==> src/rtl/spi_cmd_pkg.sv <==
// Shared types and defaults for the SPI command-to-Wishbone bridge.
// Holds the command op encoding, the FSM state encoding and small decode helpers.
package spi_cmd_pkg;

  localparam int DEFAULT_ADDR_WIDTH = 17;
  localparam int DEFAULT_DATA_WIDTH = 8;

  typedef enum logic [1:0] {
    OP_WRITE_AT   = 2'b00,
    OP_READ_AT    = 2'b01,
    OP_WRITE_NEXT = 2'b10,
    OP_READ_NEXT  = 2'b11
  } op_e;

  typedef enum logic [2:0] {
    ST_CMD     = 3'd0,
    ST_ADDR_HI = 3'd1,
    ST_ADDR_LO = 3'd2,
    ST_DATA    = 3'd3,
    ST_BUS     = 3'd4
  } state_e;

  function automatic logic op_is_write(input op_e op);
    return (op == OP_WRITE_AT) || (op == OP_WRITE_NEXT);
  endfunction

  function automatic logic op_has_addr(input op_e op);
    return (op == OP_WRITE_AT) || (op == OP_READ_AT);
  endfunction

endpackage

==> src/rtl/sync2.sv <==
// Two-flop synchronizer for a single asynchronous level signal.
// RESET_VAL selects the value both flops hold while reset is asserted.
module sync2 #(
  parameter logic RESET_VAL = 1'b0
) (
  input  logic clk,
  input  logic rst_n,
  input  logic din,
  output logic dout
);

  logic meta_reg;
  logic sync_reg;

  always_ff @(posedge clk or negedge rst_n) begin
    if (!rst_n) begin
      meta_reg <= RESET_VAL;
      sync_reg <= RESET_VAL;
    end else begin
      meta_reg <= din;
      sync_reg <= meta_reg;
    end
  end

  assign dout = sync_reg;

endmodule

==> src/rtl/spi_cmd.sv <==
// SPI command decoder: turns received SPI byte sequences into single Wishbone
// master cycles (pipelined stall/ack handshake), one cycle per command.
module spi_cmd
  import spi_cmd_pkg::*;
#(
  parameter int ADDR_WIDTH = DEFAULT_ADDR_WIDTH,
  parameter int DATA_WIDTH = DEFAULT_DATA_WIDTH
) (
  input  logic                  clk_i,
  input  logic                  rst_ni,
  input  logic                  spi_cs_ni,
  input  logic [DATA_WIDTH-1:0] spi_rx_data_i,
  input  logic                  spi_rx_strobe_i,
  output logic [DATA_WIDTH-1:0] spi_tx_data_o,
  output logic                  busy_o,
  output logic                  overrun_o,
  output logic                  wb_cyc_o,
  output logic                  wb_stb_o,
  output logic                  wb_we_o,
  output logic [ADDR_WIDTH-1:0] wb_adr_o,
  output logic [DATA_WIDTH-1:0] wb_dat_o,
  input  logic [DATA_WIDTH-1:0] wb_dat_i,
  input  logic                  wb_ack_i,
  input  logic                  wb_stall_i
);

  logic cs_sync;
  logic strobe_sync;
  logic strobe_prev_reg;
  logic byte_valid;

  // CS idles high so a reset never looks like the middle of a frame.
  sync2 #(.RESET_VAL(1'b1)) u_sync_cs (
    .clk   (clk_i),
    .rst_n (rst_ni),
    .din   (spi_cs_ni),
    .dout  (cs_sync)
  );

  sync2 #(.RESET_VAL(1'b0)) u_sync_strobe (
    .clk   (clk_i),
    .rst_n (rst_ni),
    .din   (spi_rx_strobe_i),
    .dout  (strobe_sync)
  );

  assign byte_valid = strobe_sync & ~strobe_prev_reg;

  state_e                  state_reg,   state_next;
  op_e                     op_reg,      op_next;
  logic                    addr16_reg,  addr16_next;
  logic [7:0]              addr_hi_reg, addr_hi_next;
  logic [ADDR_WIDTH-1:0]   addr_reg,    addr_next;
  logic [DATA_WIDTH-1:0]   data_reg,    data_next;
  logic [DATA_WIDTH-1:0]   tx_reg,      tx_next;
  logic                    cyc_reg,     cyc_next;
  logic                    stb_reg,     stb_next;
  logic                    we_reg,      we_next;
  logic                    overrun_reg, overrun_next;
  logic                    start_bus;

  always_ff @(posedge clk_i or negedge rst_ni) begin
    if (!rst_ni) begin
      strobe_prev_reg <= 1'b0;
      state_reg       <= ST_CMD;
      op_reg          <= OP_WRITE_AT;
      addr16_reg      <= 1'b0;
      addr_hi_reg     <= '0;
      addr_reg        <= '0;
      data_reg        <= '0;
      tx_reg          <= '0;
      cyc_reg         <= 1'b0;
      stb_reg         <= 1'b0;
      we_reg          <= 1'b0;
      overrun_reg     <= 1'b0;
    end else begin
      strobe_prev_reg <= strobe_sync;
      state_reg       <= state_next;
      op_reg          <= op_next;
      addr16_reg      <= addr16_next;
      addr_hi_reg     <= addr_hi_next;
      addr_reg        <= addr_next;
      data_reg        <= data_next;
      tx_reg          <= tx_next;
      cyc_reg         <= cyc_next;
      stb_reg         <= stb_next;
      we_reg          <= we_next;
      overrun_reg     <= overrun_next;
    end
  end

  always_comb begin
    state_next   = state_reg;
    op_next      = op_reg;
    addr16_next  = addr16_reg;
    addr_hi_next = addr_hi_reg;
    addr_next    = addr_reg;
    data_next    = data_reg;
    tx_next      = tx_reg;
    cyc_next     = cyc_reg;
    stb_next     = stb_reg;
    we_next      = we_reg;
    overrun_next = overrun_reg;
    start_bus    = 1'b0;

    if (cs_sync) begin
      overrun_next = 1'b0;
    end

    // Address bytes are staged and only committed on the last one, so a
    // command cut short by CS leaves the running address untouched.
    unique case (state_reg)
      ST_CMD: begin
        if (!cs_sync && byte_valid) begin
          op_next = op_e'(spi_rx_data_i[7:6]);
          if (op_has_addr(op_next)) begin
            addr16_next = spi_rx_data_i[0];
            state_next  = ST_ADDR_HI;
          end else if (op_next == OP_WRITE_NEXT) begin
            state_next = ST_DATA;
          end else begin
            state_next = ST_BUS;
            start_bus  = 1'b1;
          end
        end
      end
      ST_ADDR_HI: begin
        if (cs_sync) begin
          state_next = ST_CMD;
        end else if (byte_valid) begin
          addr_hi_next = spi_rx_data_i[7:0];
          state_next   = ST_ADDR_LO;
        end
      end
      ST_ADDR_LO: begin
        if (cs_sync) begin
          state_next = ST_CMD;
        end else if (byte_valid) begin
          addr_next = ADDR_WIDTH'({addr16_reg, addr_hi_reg, spi_rx_data_i[7:0]});
          if (op_reg == OP_WRITE_AT) begin
            state_next = ST_DATA;
          end else begin
            state_next = ST_BUS;
            start_bus  = 1'b1;
          end
        end
      end
      ST_DATA: begin
        if (cs_sync) begin
          state_next = ST_CMD;
        end else if (byte_valid) begin
          data_next  = spi_rx_data_i;
          state_next = ST_BUS;
          start_bus  = 1'b1;
        end
      end
      ST_BUS: begin
        // CS is deliberately ignored here: a started cycle always completes.
        if (byte_valid) begin
          overrun_next = 1'b1;
        end
        if (stb_reg && !wb_stall_i) begin
          stb_next = 1'b0;
        end
        if (wb_ack_i) begin
          cyc_next   = 1'b0;
          stb_next   = 1'b0;
          we_next    = 1'b0;
          addr_next  = addr_reg + ADDR_WIDTH'(1);
          state_next = ST_CMD;
          if (!we_reg) begin
            tx_next = wb_dat_i;
          end
        end
      end
      default: state_next = ST_CMD;
    endcase

    if (start_bus) begin
      cyc_next = 1'b1;
      stb_next = 1'b1;
      we_next  = op_is_write(op_next);
    end
  end

  assign spi_tx_data_o = tx_reg;
  assign busy_o        = (state_reg == ST_BUS);
  assign overrun_o     = overrun_reg;
  assign wb_cyc_o      = cyc_reg;
  assign wb_stb_o      = stb_reg;
  assign wb_we_o       = we_reg;
  assign wb_adr_o      = addr_reg;
  assign wb_dat_o      = data_reg;

endmodule

==> config.mk <==
export PLATFORM = sky130hd
export DESIGN_NAME = spi_cmd
export DESIGN_NICKNAME = d
export VERILOG_FILES = /design/src/rtl/spi_cmd_pkg.sv /design/src/rtl/sync2.sv /design/src/rtl/spi_cmd.sv
export SDC_FILE = /design/constraint.sdc
export NUM_CORES = 1
export LEC_CHECK = 0
export ABC_AREA = 0
export BUFFER_PORTS_ARGS = -buffer_cell sky130_fd_sc_hd__buf_2
export CORE_MARGIN = 2
export CORE_UTILIZATION = 53
export DETAILED_ROUTE_END_ITERATION = 12
export HOLD_SLACK_MARGIN = 0.08
export PLACE_DENSITY_LB_ADDON = 0.12
export SETUP_SLACK_MARGIN = 0.02
export SYNTH_ARGS = -nofsm -noshare
export SYNTH_HDL_FRONTEND = slang
export SYNTH_SLANG_ARGS = --single-unit
==> constraint.sdc <==
create_clock -name clk_i -period 2 [get_ports clk_i]
set_input_delay 0.1 -clock clk_i [delete_from_list [all_inputs] [get_ports clk_i]]
set_output_delay 0.1 -clock clk_i [all_outputs]
set_load 0.02 [all_outputs]
==> flow_summary_export.csv <==
group,metric,value,unit
min_path,hold_path_class,"input port to register",
job,drv_cap,0,
global_route,grt_pass1_vias,2070,
cells_and_area,fin_nets,340,
timing,final_max_slew_viol_count,0,
drt,wl,6.11,mm
logic_synthesis,syn_avg_cell_area,11.2,µm²
clock_tree,path_clk_slew,0.10,ns
setup_path,path_max_fanout,19,
global_route,overflow,0,
die,num_rows,25,
power,power_frac_comb,41.9,%
die,core,4790,µm²
setup_path,cp_top_family,"buffers and inverters",
timing,timing.hold.ws,0.112,ns
timing,slew_headroom,61.1,%
die,start_util,55.4,%
clock_tree,clk_latency,0.31,ns
timing,final.setup.tns,0,ns
timing,worst-slew-pin-transition,0.584,ns
setup_path,worst_setup_path_start_kind,"register",
clock_tree,clock-root-buffer,"clkbuf_8",
cells_and_area,area_growth,24.1,%
global_route,grt_max_degree,33,
clock_tree,tritoncts,"done",
clock_tree,cts.sinks,56,
logic_synthesis,synth_nets,260,
drt,top_layer,"met4",
run_status,status,"completed",
placement,place.port_buffers,59,
clock_tree,cts_buffer_depth,2,
power,swShare,40.1,%
drt,viasPerCell,5.70,
timing,clock-skew-final,0.0112,ns
setup_path,cpMaxStageDelayCell,"or3b_1",
setup_path,critPathArrivalTime,1.72,ns
drt,vias,2195,
drt,ant_nets,0,
timing,finalSetupViolations,0,
power,power.density,1350,nW/µm²
setup_path,r2r_setup_slack,0.18,ns
drt,drt-initial-drc-count,170,
drt,route.detailed.drc,0,
placement,hpwl,4.11,mm
cells_and_area,drive_gt1_share,35.2,%
logic_synthesis,async_flop_share,100,%
drt,routed-wl-met3,256,µm
logic_synthesis,synth_ff_type,"dfrtp_1",
drt,wire_per_inst,15.9,µm
timing,rsz0062_at_grt,"no",
timing,fmax,548,MHz
logic_synthesis,netlist_area,2650,µm²
die,die_y,74.7,µm
setup_path,crit_type,"register to primary output",
power,switchingPower,0.00177,W
logic_synthesis,synthCells,237,
global_route,antenna_found_initial,0,
setup_path,slowest_delay,0.44,ns
power,power_frac_clock,14.4,%
cells_and_area,num_antenna_cells,0,
cells_and_area,largest_reg_flops,17,
clock_tree,hold_buffers,16,
setup_path,crit_chain,"or3b_1 > clkinv_4 > buf_4 > buf_2",
setup_path,crit_required,1.90,ns
global_route,grt_first_pass_wirelength,10.0,mm
die,ios,60,
clock_tree,cts_buffers,5,
clock_tree,cts_resized,0,
die,die_w,74.7,µm
die,die-area,5580,µm²
setup_path,worstSetupEndpointType,"primary output",
global_route,track_usage,24.0,%
cells_and_area,final_cell_mix,"buf_2, dfrtp_1, mux2_2, nand2_1, a21oi_1",
placement,gp_congestion,0.866,
clock_tree,h-tree-depth,2,
logic_synthesis,synth_cell_types,45,
drt,route.met2.wl,2.95,mm
timing,finalCritPeriodShare,91.2,%
power,power,0.00442,W
logic_synthesis,synth_warnings,0,
power,intPower,0.00265,W
timing,hold_violations,0,
timing,fin_crit,1.82,ns
power,leakage,1.49,nW
cells_and_area,fill_cells,385,
logic_synthesis,synth_seq_cells,56,
cells_and_area,layout_commonest_cell,"buf_2",
drt,first_pass_iters,4,
logic_synthesis,synth_edf_count,0,
drt,drt-met1-wl,2.83,mm
setup_path,path_buf_inv,3,
power,pwr-share-seq,43.7,%
logic_synthesis,synth_seq_area_share,53.0,%
clock_tree,post_cts_buffers,0,
power,peakVddDrop,0.000752,V
==> layout make-up <==
type                    count  area [µm²]  area share (%)
flip-flops and latches     56        1400            42.7
multi-input cells         162        1130            34.3
repair buffers             87         558            17.0
clock buffers               8        90.1            2.74
well taps                  67        83.8            2.55
inverters                   5        23.8           0.723
==> routing by layer <==
layer / global-route usage [%] / vias up
li1: - / 1032
met1: 34.2 / 1090
met2: 38.2 / 65
met3: 4.15 / 8
met4: 6.35 / 0
met5: 0 / -
==> worst paths after layout <==
kind / startpoint / to / cells past startpoint
setup / recovery: state_reg[1] / busy_o / 4
hold / removal: spi_rx_data_i[0] / addr16_reg / 2
setup reg to reg: state_reg[1] / spi_tx_data_o[5] / 5
hold reg to reg: u_sync_cs.meta_reg / u_sync_cs.dout / 0
max in group asynchronous: rst_ni / u_sync_cs.dout / 3
min in group asynchronous: rst_ni / wb_adr_o[7] / 2
==> kinds of logic after synthesis <==
kind of cell    count (synthesis)  share of synthesized area (%)
mux                            30                           12.6
buf+inv                        19                           4.39
fa+ha+maj                       1                          0.472
flops                          56                           53.0
compound gates                 62                           15.4
simple gates                   69                           14.1
==> through the flow <==
step	cells	area, µm²	setup slack (ns)	utilization (%)
after floorplan	237	2650	0.245	-
after global placement	361	3040	0.233	63.5
after detailed placement	361	3040	0.203	63.5
after CTS	385	3290	0.180	68.7
after global routing	385	3290	0.0935	68.7
final	385	3290	0.176	68.7
==> power by group through the flow <==
| stage | clock [W] | sequential (W) | combinational, W |
|---|---|---|---|
| after floorplan | 0 | 0.00230 | 0.000858 |
| after CTS | 0.000649 | 0.00192 | 0.00185 |
| after global routing | 0.000695 | 0.00200 | 0.00203 |
| after detailed placement | 0 | 0.00194 | 0.00183 |
| after global placement | 0 | 0.00193 | 0.00179 |
| final | 0.000637 | 0.00193 | 0.00185 |
==> synth_stat cells, types with 4 or more instances <==
library cell / number / area share [%]
a21oi_1: 18 / 3.4
nand4_1: 4 / 0.94
nor3_1: 4 / 0.76
o22ai_1: 7 / 1.7
a2bb2oi_1: 5 / 1.7
nand2_1: 19 / 2.7
dfrtp_1: 54 / 51
mux2_2: 27 / 11
clkbuf_1: 4 / 0.57
nor2_1: 11 / 1.6
o21ai_0: 16 / 3.0
nand3_1: 12 / 2.3
inv_1: 4 / 0.57
buf_2: 4 / 0.76
No activity file was read; power rests on OpenSTA's default activity.
